`src/rtl/cpu_pkg.sv`:
```
// Shared definitions for the 5-stage MIPS core: control/flag bit positions and the ID/EX payload.
// No logic and no latency; no backpressure.
// Other core files pull these in with import cpu_pkg::*.
package cpu_pkg;

   localparam int DW  = 32;
   localparam int RW  = 5;
   localparam int CW  = 9;
   localparam int FW  = 6;

   // Control bundle bit positions
   localparam int CTRL_MEMTOREG = 8;
   localparam int CTRL_REGWRITE = 7;
   localparam int CTRL_BRANCH   = 6;
   localparam int CTRL_MEMREAD  = 5;
   localparam int CTRL_MEMWRITE = 4;
   localparam int CTRL_REGDST   = 3;
   localparam int CTRL_ALUSRC   = 2;
   localparam int CTRL_ALUOP_HI = 1;
   localparam int CTRL_ALUOP_LO = 0;

   // Instruction-type flag bit positions
   localparam int FLG_BNE  = 5;
   localparam int FLG_BGTZ = 4;
   localparam int FLG_ANDI = 3;
   localparam int FLG_ORI  = 2;
   localparam int FLG_ADDI = 1;
   localparam int FLG_SLTI = 0;

   typedef struct packed {
      logic          valid;
      logic [CW-1:0] ctrl;
      logic [FW-1:0] flags;
      logic [DW-1:0] pc4;
      logic [DW-1:0] rdata1;
      logic [DW-1:0] rdata2;
      logic [DW-1:0] imm;
      logic [RW-1:0] rs;
      logic [RW-1:0] rt;
      logic [RW-1:0] rd;
   } idex_t;

   // An instruction reads rt when it is register-sourced, a store, or a bne compare.
   function automatic logic uses_rt(input logic alusrc, input logic memwrite, input logic bne);
      return ~alusrc | memwrite | bne;
   endfunction

endpackage

```
`src/rtl/hazard_detect.sv`:
```
// Load-use hazard detector: flags an ID instruction reading the register a load in EX is about to write.
// Purely combinational, zero latency.
// Raises stall toward PC and IF/ID; flush suppresses the load-use stall, mem_wait forces it.
import cpu_pkg::*;

module hazard_detect #(
   parameter int RW = 5
) (
   input  logic          rst_n,
   input  logic          id_valid,
   input  logic          id_alusrc,
   input  logic          id_memwrite,
   input  logic          id_bne,
   input  logic [RW-1:0] id_rs,
   input  logic [RW-1:0] id_rt,
   input  logic          ex_valid,
   input  logic          ex_memread,
   input  logic [RW-1:0] ex_rt,
   input  logic          flush,
   input  logic          mem_wait,
   output logic          load_use,
   output logic          stall
);

   logic id_uses_rt;
   logic rs_match;
   logic rt_match;

   always_comb begin
      id_uses_rt = uses_rt(id_alusrc, id_memwrite, id_bne);
      rs_match   = (ex_rt == id_rs);
      rt_match   = id_uses_rt & (ex_rt == id_rt);
      // A load into $0 produces nothing worth waiting for.
      load_use   = ex_valid & ex_memread & (ex_rt != '0) & id_valid & (rs_match | rt_match);
      stall      = rst_n & (mem_wait | (load_use & ~flush));
   end

endmodule

```
`src/rtl/id_ex_stage.sv`:
```
// ID/EX pipeline register with load-use bubble insertion, branch/jump flush and memory-wait hold.
// Latency: 1 cycle from id_* to ex_*; stall is combinational.
// mem_wait freezes every ex_* register; a load-use costs one bubble and raises stall for PC and IF/ID.
import cpu_pkg::*;

module id_ex_stage #(
   parameter int DW   = 32,
   parameter int RW   = 5,
   parameter int CW   = 9,
   parameter int FW   = 6,
   parameter int CNTW = 16
) (
   input  logic            clk,
   input  logic            rst_n,
   input  logic            id_valid,
   input  logic [CW-1:0]   id_ctrl,
   input  logic [FW-1:0]   id_flags,
   input  logic [DW-1:0]   id_pc4,
   input  logic [DW-1:0]   id_rdata1,
   input  logic [DW-1:0]   id_rdata2,
   input  logic [DW-1:0]   id_imm,
   input  logic [RW-1:0]   id_rs,
   input  logic [RW-1:0]   id_rt,
   input  logic [RW-1:0]   id_rd,
   input  logic            flush,
   input  logic            mem_wait,
   output logic            ex_valid,
   output logic [CW-1:0]   ex_ctrl,
   output logic [FW-1:0]   ex_flags,
   output logic [DW-1:0]   ex_pc4,
   output logic [DW-1:0]   ex_rdata1,
   output logic [DW-1:0]   ex_rdata2,
   output logic [DW-1:0]   ex_imm,
   output logic [RW-1:0]   ex_rs,
   output logic [RW-1:0]   ex_rt,
   output logic [RW-1:0]   ex_rd,
   output logic            stall,
   output logic [CNTW-1:0] stall_cnt
);

   idex_t           id_p;
   idex_t           ex_q;
   logic            load_use;
   logic [CNTW-1:0] cnt_q;

   hazard_detect #(.RW(RW)) u_hazard (
      .rst_n       (rst_n),
      .id_valid    (id_valid),
      .id_alusrc   (id_ctrl[CTRL_ALUSRC]),
      .id_memwrite (id_ctrl[CTRL_MEMWRITE]),
      .id_bne      (id_flags[FLG_BNE]),
      .id_rs       (id_rs),
      .id_rt       (id_rt),
      .ex_valid    (ex_q.valid),
      .ex_memread  (ex_q.ctrl[CTRL_MEMREAD]),
      .ex_rt       (ex_q.rt),
      .flush       (flush),
      .mem_wait    (mem_wait),
      .load_use    (load_use),
      .stall       (stall)
   );

   // Control of an empty slot is forced to zero so EX never acts on it.
   always_comb begin
      id_p        = '0;
      id_p.valid  = id_valid;
      id_p.ctrl   = id_valid ? id_ctrl : '0;
      id_p.flags  = id_flags;
      id_p.pc4    = id_pc4;
      id_p.rdata1 = id_rdata1;
      id_p.rdata2 = id_rdata2;
      id_p.imm    = id_imm;
      id_p.rs     = id_rs;
      id_p.rt     = id_rt;
      id_p.rd     = id_rd;
   end

   always_ff @(posedge clk) begin
      if (!rst_n) begin
         ex_q  <= '0;
         cnt_q <= '0;
      end else if (!mem_wait) begin
         if (flush || load_use) begin
            ex_q <= '0;
         end else begin
            ex_q <= id_p;
         end
         if (!flush && load_use && (cnt_q != {CNTW{1'b1}})) begin
            cnt_q <= cnt_q + CNTW'(1);
         end
      end
   end

   always_comb begin
      ex_valid  = ex_q.valid;
      ex_ctrl   = ex_q.ctrl;
      ex_flags  = ex_q.flags;
      ex_pc4    = ex_q.pc4;
      ex_rdata1 = ex_q.rdata1;
      ex_rdata2 = ex_q.rdata2;
      ex_imm    = ex_q.imm;
      ex_rs     = ex_q.rs;
      ex_rt     = ex_q.rt;
      ex_rd     = ex_q.rd;
      stall_cnt = cnt_q;
   end

endmodule
```
`config.mk`:
```
export PLATFORM = sky130hd
export DESIGN_NAME = id_ex_stage
export DESIGN_NICKNAME = d
export VERILOG_FILES = /design/src/rtl/cpu_pkg.sv /design/src/rtl/hazard_detect.sv /design/src/rtl/id_ex_stage.sv
export SDC_FILE = /design/constraint.sdc
export NUM_CORES = 1
export LEC_CHECK = 0
export CAP_MARGIN = 20
export CORE_MARGIN = 5
export CORE_UTILIZATION = 40
export DETAILED_ROUTE_END_ITERATION = 10
export PLACE_DENSITY = 0.84
export RECOVER_POWER = 25
export SYNTH_ARGS = -nofsm -noshare
export SYNTH_HDL_FRONTEND = slang
export SYNTH_SLANG_ARGS = --single-unit
```
`constraint.sdc`:
```
create_clock -name clk -period 4.5 [get_ports clk]
set_input_delay 0.9 -clock clk [delete_from_list [all_inputs] [get_ports clk]]
set_output_delay 0.9 -clock clk [all_outputs]
set_load 0.05 [all_outputs]
```
# --- Word-level counts from Yosys, hierarchy flattened ---
# Cells that the tools add are included.
word_totals:
  reg_bits: 175
  input_bits: 163
  output_inout_bits: 176
classes:
  addsub: 1
  n_eq_ne: 3
  n_mux: 2
  bitwise: 14
  reduce_logical: 6
ops:
  columns: ["operator", "n"]
  rows:
  - ["$mux 159", 1]
  - ["$add 16x1->16 const B", 1]
  - ["$ne 16x16->1 const B", 1]
  - ["$eq 5x5->1", 2]
  - ["$mux 9", 1]
  - ["$and 1x1->1", 7]
  - ["$reduce_bool 5->1", 1]
  - ["$or 1x1->1", 4]
  - ["$not 1->1", 3]
  - ["$logic_and 1x1->1", 2]
  - ["$reduce_and 2->1", 1]
  - ["$logic_not 1->1", 1]
  - ["$logic_or 1x1->1", 1]

# --- Depth between registers and ports, before layout ---
# Gate-level depths: netlist of the first run.
logic_depth:
  depth_word: 9
  ltp_mapped: 9

# --- Modules after synthesis ---
# From an unflattened synthesis of the first run, not the netlist that was laid out.
unflattened:
  cells_unflattened: 654
  hier_area_um2: 6217.2
by_module_without_submodules:
  columns: ["mod", "instances", "cells_each", "area_per_inst_um2"]
  rows:
  - ["id_ex_stage", 1, 630, 6049.6]
  - ["hazard_detect", 1, 24, 167.7]

# --- Least setup slack after synthesis of the first run ---
# No wires, ideal clock.
synth_path:
  kind: "input port to output port"
  start: "input id_rt[4]"
  end: "output stall"
  t_arrival_ns: 2.408
  slack_ns: 1.192
  stages: 7
  path_buffers: 2
  path_cell_list: "xor2_1 nor4_1 a22oi_1 clkbuf_1 clkbuf_1 nor3_1 o21a_1"
synth_between:
  elab_chain_len: 7
synth_lines:
  columns: ["item", "line_no", "source"]
  rows:
  - ["start, declared", "id_ex_stage.sv:23", "input logic [RW-1:0] id_rt,"]
  - ["$eq 5x5->1", "hazard_detect.sv:32", "rt_match = id_uses_rt & (ex_rt == id_rt);"]
  - ["$and 1x1->1", "hazard_detect.sv:32", null]
  - ["$or 1x1->1", "hazard_detect.sv:34", "load_use = ex_valid & ex_memread & (ex_rt != '0) & id_valid & (rs_match | rt_match);"]
  - ["$and 1x1->1", "hazard_detect.sv:34", null]
  - ["$and 1x1->1", "hazard_detect.sv:35", "stall = rst_n & (mem_wait | (load_use & ~flush));"]
  - ["$or 1x1->1", "hazard_detect.sv:35", null]
  - ["$and 1x1->1", "hazard_detect.sv:35", null]
  - ["end, declared", "id_ex_stage.sv:37", "output logic stall,"]
# No other way between the ends.

# --- Worst setup path in the final report of the first run ---
# Ends and elaborated chain as after synthesis.

==> impl_results.md, run 1 <==
- Detailed placement HPWL: ~15000 µm
- DRC errors left: 0
- CTS resizes: 0
- Hold-fix buffers, CTS: 0
- RSZ-0062 raised after global routing: no
- Pint: 0.00269 W
- Fin crit share: 88.4%
- Final hold violations: 0
- Critical path type: in -> out
- Share of cells above drive strength 1: under 10%
- Detailed Route WL: ~21000 µm
- Max clock buf depth: 2
- Routed vias: around 5400
- TritonCTS Sinks: between 150 and 200
- Leak: 3.94 nW
- Number of synthesized flops with an enable pin: 0
- TritonCTS clock tree: built
- Rel. slew slack: 50.8%
- Reg clk slew, reported paths: 60 ps
- # H-tree levels: 4
- Nets: 964
- Clock insertion delay at the later pin of the skew report: between 400 and 500 ps
- Slew @ Worst Pin: 739 ps
- PD cells: 370 nW/µm²
- Tmin final: between 3000 and 4000 ps
- Yosys reg bits: 175
- Ant. Diodes: 0
- Logic pwr share: 15.5%
- Outcome: completed
- Sequential Power Share: 44.9%
- Most common cell after layout, fill and taps aside: clkdlybuf4s50_1
- # rows: 44
- Post-Syn Instances: 483
- Syn Area/Cell: 12.1 µm²
- First-pass GRT wire length: 29600 µm
- Setup TNS: 0 ps
- CTS Root Cell: clkbuf_16
- Via density: around 5.4
- Gpl congestion: 0.861
- Initial DRT Pass Iterations: 4
- CP Launch Type: input pin
- Drt wl/cell: about 21 µm
- GRT Resource Usage Total: 22.4%
- Die height: 131 µm
- Worst-path cell chain: clkdlybuf4s50_1 > xor2_1 > nor4_1 > a22oi_1 > nor3_1 > o21a_1 > clkdlybuf4s50_1
- Post-CTS setup buffers: 0
- DR iter-0 viols: 346
- Register area share after synthesis: 59.8%
- Fillers: 1020
- CP max-delay cell: clkdlybuf4s50_1
- Worst Hold Class: reg -> reg
- Peak fanout along the critical path: 2
- Largest net degree at the start of global routing: around 130
- Synth cell types: 41
- Number of buffers created by CTS: 17
- Switch share: 26.1%
- Finish-stage setup viols: 0
- Synth Warn #: 0
- I/O Buffers: 338
- Worst vdd ir: 0.259 mV
- Setup Skew: 19.4 ps
- Clock power share: 39.6%
- Worst path arrival time: 3080 ps
- Worst path required time: 3600 ps
- Top cell by count, worst path: clkdlybuf4s50_1
- Remaining antenna violation count: 0
- Top-Level Pins: 339
- Max Cap Violations: 0
- P_sw: 0.000952 W
- Die W: 131 µm
- Ys async rst share: 0%
- Cell area after layout: 9860 µm²
- Synthesized area: 5850 µm²
- Core box area: 14400 µm²
- Antenna violations before repair: 0
- Vias in the first global route: 5498
- DP Area: 9280 µm²
- Syn_nets: around 650
- Final-report max-slew violation count: 0
- Fmax: 251 MHz
- Layout area overhead: 68.5%
- Top_reg_cell synth: dfxtp_1
- Initial core utilization: 40.6%
- Die area: between 15000 and 20000 µm²
- Max stage delay on crit path: around 800 ps
- Most frequent cells in the layout: clkdlybuf4s50_1 (251), dfxtp_1 (175), a22o_1 (150), dlygate4sd3_1 (87), clkbuf_16 (17)
- CP Capture Type: primary output
- GRT overflow: 0
[flip-flops by register name, summed over array words and instances, names as in the netlist]
name       flops
ex_imm        32
ex_pc4        32
ex_rdata1     32
ex_rdata2     32
stall_cnt     16
ex_ctrl        9
ex_flags       6
ex_rd          5
ex_rs          5
ex_rt          5
ex_valid       1
[through the flow]
step	setup WS [ps]	hold slack, ps	instances	total power [W]	utilization (%)
2_1_floorplan	1190	457	483	0.00196	-
3_3_place_gp	385	448	965	0.00224	64.3
5_1_grt	436	482	997	0.00377	68.4
3_5_place_dp	467	454	965	0.00225	64.3
6_report	523	469	997	0.00365	68.4
4_1_cts	514	475	997	0.00369	68.4
[power by group through the flow]
stage               logic, W  clock network, W  registers (W)
finish              0.000566           0.00144        0.00164
detailed placement  0.000576                 0        0.00167
global placement    0.000568                 0        0.00167
CTS                 0.000579           0.00147        0.00164
floorplan           0.000105                 0        0.00186
global route        0.000588           0.00154        0.00164
[path summary, 6_finish.rpt]
check	from	cells past startpoint	to	slack (ps)
hold reg to reg	ex_rdata2[11]	1	ex_rdata2[11]	470
setup / recovery	id_rt[4]	7	stall	520
hold / removal	ex_rdata2[11]	1	ex_rdata2[11]	470
setup reg to reg	ex_rt[0]	7	ex_imm[1]	1870
[cell families after synthesis]
family	after synthesis	share of synthesized area [%]
adders and majority gates	1	0.214
buffers and inverters	49	4.57
and+or+nand+nor	56	5.83
AOI/OAI and AO/OA	189	27.5
muxes	3	0.513
xor gates and xnor gates	10	1.50
DFF	175	59.8
[synthesized netlist by cell type (2+ instances only)]
library cell	number	share of area, %
a21oi_1	10	0.85
a22o_1	150	22
a32o_1	9	1.5
and4_1	2	0.30
buf_2	7	0.60
buf_4	12	1.5
buf_6	4	0.77
clkbuf_1	23	1.5
dfxtp_1	175	60
inv_1	2	0.13
mux2i_1	3	0.51
nand2_1	9	0.58
nand2b_1	5	0.53
nand3_1	7	0.60
nand4_1	3	0.32
nor2_1	5	0.32
nor3_1	3	0.26
nor4_1	4	0.43
o21a_1	2	0.26
o21ai_0	2	0.17
o311ai_0	2	0.30
o31ai_1	7	0.90
o41ai_1	3	0.45
or4_1	8	1.0
xor2_1	10	1.5
[worst max-delay path: cells and delay by family]
family / cells / cell delay [ps]
AO/OA/AOI/OAI: 2 / 280
XOR/XNOR: 1 / 160
AND/OR/NAND/NOR: 2 / 460
buffers and inverters: 2 / 1260
[per-layer routing]
metal | vias up | share of wire, % | track usage [%]
li1 | 2505 | - | -
met1 | 2609 | 35 | 23.6
met2 | 239 | 52 | 39.2
met3 | 36 | 9.9 | 9.63
met4 | 0 | 2.6 | 9.50
met5 | - | 0 | 0
[layout make-up]
cell class / count / area (µm²) / area share (%)
Clock inverter: 11 / 133 / 1.34
Inverter: 3 / 11.3 / 0.114
Timing Repair Buffer: 344 / 3440 / 34.9
Tap cell: 184 / 230 / 2.33
Sequential cell: 175 / 3500 / 35.5
Multi-Input combinational cell: 259 / 2090 / 21.2
Clock buffer: 21 / 450 / 4.57
Power figures use the tool's default switching activity.
==> inputs of run 2 (changes only) <==
clock period = 4.94 ns   (was 4.5 ns; I/O delays follow)
==> run 2 against run 1 <==
Compared with the run above:
- non-clock buffer count fell by 2
- core utilization rose by 0.087 points
- sequential power fell by 9%
- wire length rose by 0.63%
- hold slack got worse by 3.8 ps
- sequential share of layout area barely moved
- global-route usage rose by 0.30 points
- worst setup slack improved by 190 ps
- first-iteration DRC count fell by 0.58%
- register-to-register slack got worse by 40 ps
==> impl_results.md, run 2 (same netlist as run 1, synthesis figures left out) <==
- Initial core utilization: 40.6% (unchanged)
- CTS resizes: 0 (unchanged)
- Finish-stage setup viols: 0 (unchanged)
- Worst-path cell chain: clkdlybuf4s50_1 > xor2_1 > nor4_1 > a22oi_1 > nor3_1 > o21a_1 > clkdlybuf4s50_1
- Detailed Route WL: 20800 µm (+0.63%)
- Hold-fix buffers, CTS: 0 (unchanged)
- Peak fanout along the critical path: 2 (unchanged)
- Drt wl/cell: 20.9 µm (+0.93%)
- Leak: 3.95 nW (+0.17%)
- # rows: 44 (unchanged)
- Final hold violations: 0 (unchanged)
- Grt met1 use: 24.0% (+0.40 points)
- Via density: 5.48 (+1.5%)
- Ant. Diodes: 0 (unchanged)
- Nets: 962 (-0.21%)
- GRT Resource Usage Total: 22.7% (+0.30 points)
- RSZ-0062 raised after global routing: no
- Reg clk slew, reported paths: 60 ps (about the same)
- M2 GR Usage: 39.5% (+0.33 points)
- Max Cap Violations: 0 (unchanged)
- Fmax: 237 MHz
- Die area: 17200 µm² (unchanged)
- Post-CTS setup buffers: 0 (unchanged)
- Detailed placement HPWL: 15000 µm (-1.6%)
- TritonCTS Sinks: 175 (unchanged)
- Max stage delay on crit path: 800 ps (about the same)
- Routed vias: 5451 (+1.2%)
- Die W: 131 µm (unchanged)
- Max clock buf depth: 2 (unchanged)
- GRT overflow: 0 (unchanged)
- Largest net degree at the start of global routing: 105 (-22%)
- DR iter-0 viols: 344 (-0.58%)
- Remaining antenna violation count: 0 (unchanged)
- # H-tree levels: 4 (unchanged)
- GR peak layer: met2
- Met3 usage: 9.59% (-0.041 points)
- CTS Root Cell: clkbuf_16
- Fillers: 994 (-2.5%)
- Most common cell after layout, fill and taps aside: clkdlybuf4s50_1
- Setup TNS: 0 ps (unchanged)
- Die height: 131 µm (unchanged)
- Clock insertion delay at the later pin of the skew report: 420 ps (about the same)
- Worst path required time: 3950 ps (+350 ps)
- CP Launch Type: input pin
- Critical path type: in -> out
- Rel. slew slack: 57.5% (+6.7 points)
- I/O Buffers: 338 (unchanged)
- Outcome: completed
- Layout Cells excl Fill: 994 (-0.30%)
- Number of buffers created by CTS: 17 (unchanged)
- Top cell by count, worst path: clkdlybuf4s50_1
- Initial DRT Pass Iterations: 5 (+1)
- Tmin final: 4230 ps
- Final-report max-slew violation count: 0 (unchanged)
- Slew @ Worst Pin: 636 ps (-102 ps)
- Layout area overhead: 68.7%
- Worst path arrival time: 3240 ps (+160 ps)
- PD cells: 341 nW/µm² (-7.8%)
- Vias in the first global route: 5588 (+1.6%)
- DRC errors left: 0 (unchanged)
- Setup Skew: 12.7 ps (-6.68 ps)
- TritonCTS clock tree: built
- CP Capture Type: primary output
- Post-layout util: 68.5% (+0.087 points)
- First-pass GRT wire length: 30000 µm (+1.4%)
- Core box area: 14400 µm² (unchanged)
- Share of cells above drive strength 1: 4.57% (-0.35 points)
- Fin crit share: 85.6%
- Worst vdd ir: 0.221 mV (-14%)
- Antenna violations before repair: 0 (unchanged)
- Tot Pwr: 0.00337 W (-7.6%)
- Most frequent cells in the layout: clkdlybuf4s50_1 (251), dfxtp_1 (175), a22o_1 (150), dlygate4sd3_1 (87), clkbuf_16 (17)
- Worst Hold Class: reg -> reg
- Gpl congestion: 0.816 (-5.2%)
- Top-Level Pins: 339 (unchanged)
- Dpl cells: 963 (-0.21%)
- CP max-delay cell: clkdlybuf4s50_1
[run 2: cell count changes in the layout (fill, tap and decap cells not counted), sizes merged]
cell,previous run,this run
buf,6,4
bufinv,2,3
clkbuf,21,22
clkinv,6,5
clkinvlp,2,1
inv,4,3
[run 2: cell type report]
| type | instances | area (µm²) | area share [%] |
|---|---|---|---|
| multi-input combinational | 259 | 2090 | 21.2 |
| clock buffer | 22 | 464 | 4.70 |
| inverter | 3 | 11.3 | 0.114 |
| sequential | 175 | 3500 | 35.5 |
| tap | 184 | 230 | 2.33 |
| clock inverter | 9 | 134 | 1.36 |
| timing repair buffer | 342 | 3440 | 34.8 |
[run 2: through the flow]
step	hold WS, ps	cell area [µm²]	setup slack (ps)
global placement	446	9260	720
finish	465	9870	713
detailed placement	456	9280	707
floorplan	457	5850	1460
global route	480	9870	570
CTS	473	9870	692
[run 2: critical path, delay by kind of cell]
kind	cells	cell delay (ps)
buffers and inverters	2	1240
AO/OA/AOI/OAI	2	290
AND/OR/NAND/NOR	2	540
XOR/XNOR	1	160
[run 2: worst paths after layout]
kind | to | cells past startpoint | from | slack [ps]
min | ex_ctrl[0] | 1 | ex_ctrl[0] | 460
max reg2reg | ex_rdata1[1] | 8 | ex_rt[2] | 1830
min reg2reg | ex_ctrl[0] | 1 | ex_ctrl[0] | 460
max | stall | 7 | id_rt[4] | 710
[run 2: layer usage]
| layer | share of wire [%] | wire, µm |
|---|---|---|
| met1 | 36 | 7370 |
| met2 | 51 | 10500 |
| met3 | 11 | 2180 |
| met4 | 3.3 | 684 |
| met5 | 0 | 0 |
[run 2: power by group]
part | switching [W] | internal [W]
sequential | 0.0000307 | 0.00146
combinational | 0.000287 | 0.000229
clock | 0.000537 | 0.000822
total | 0.000855 | 0.00251
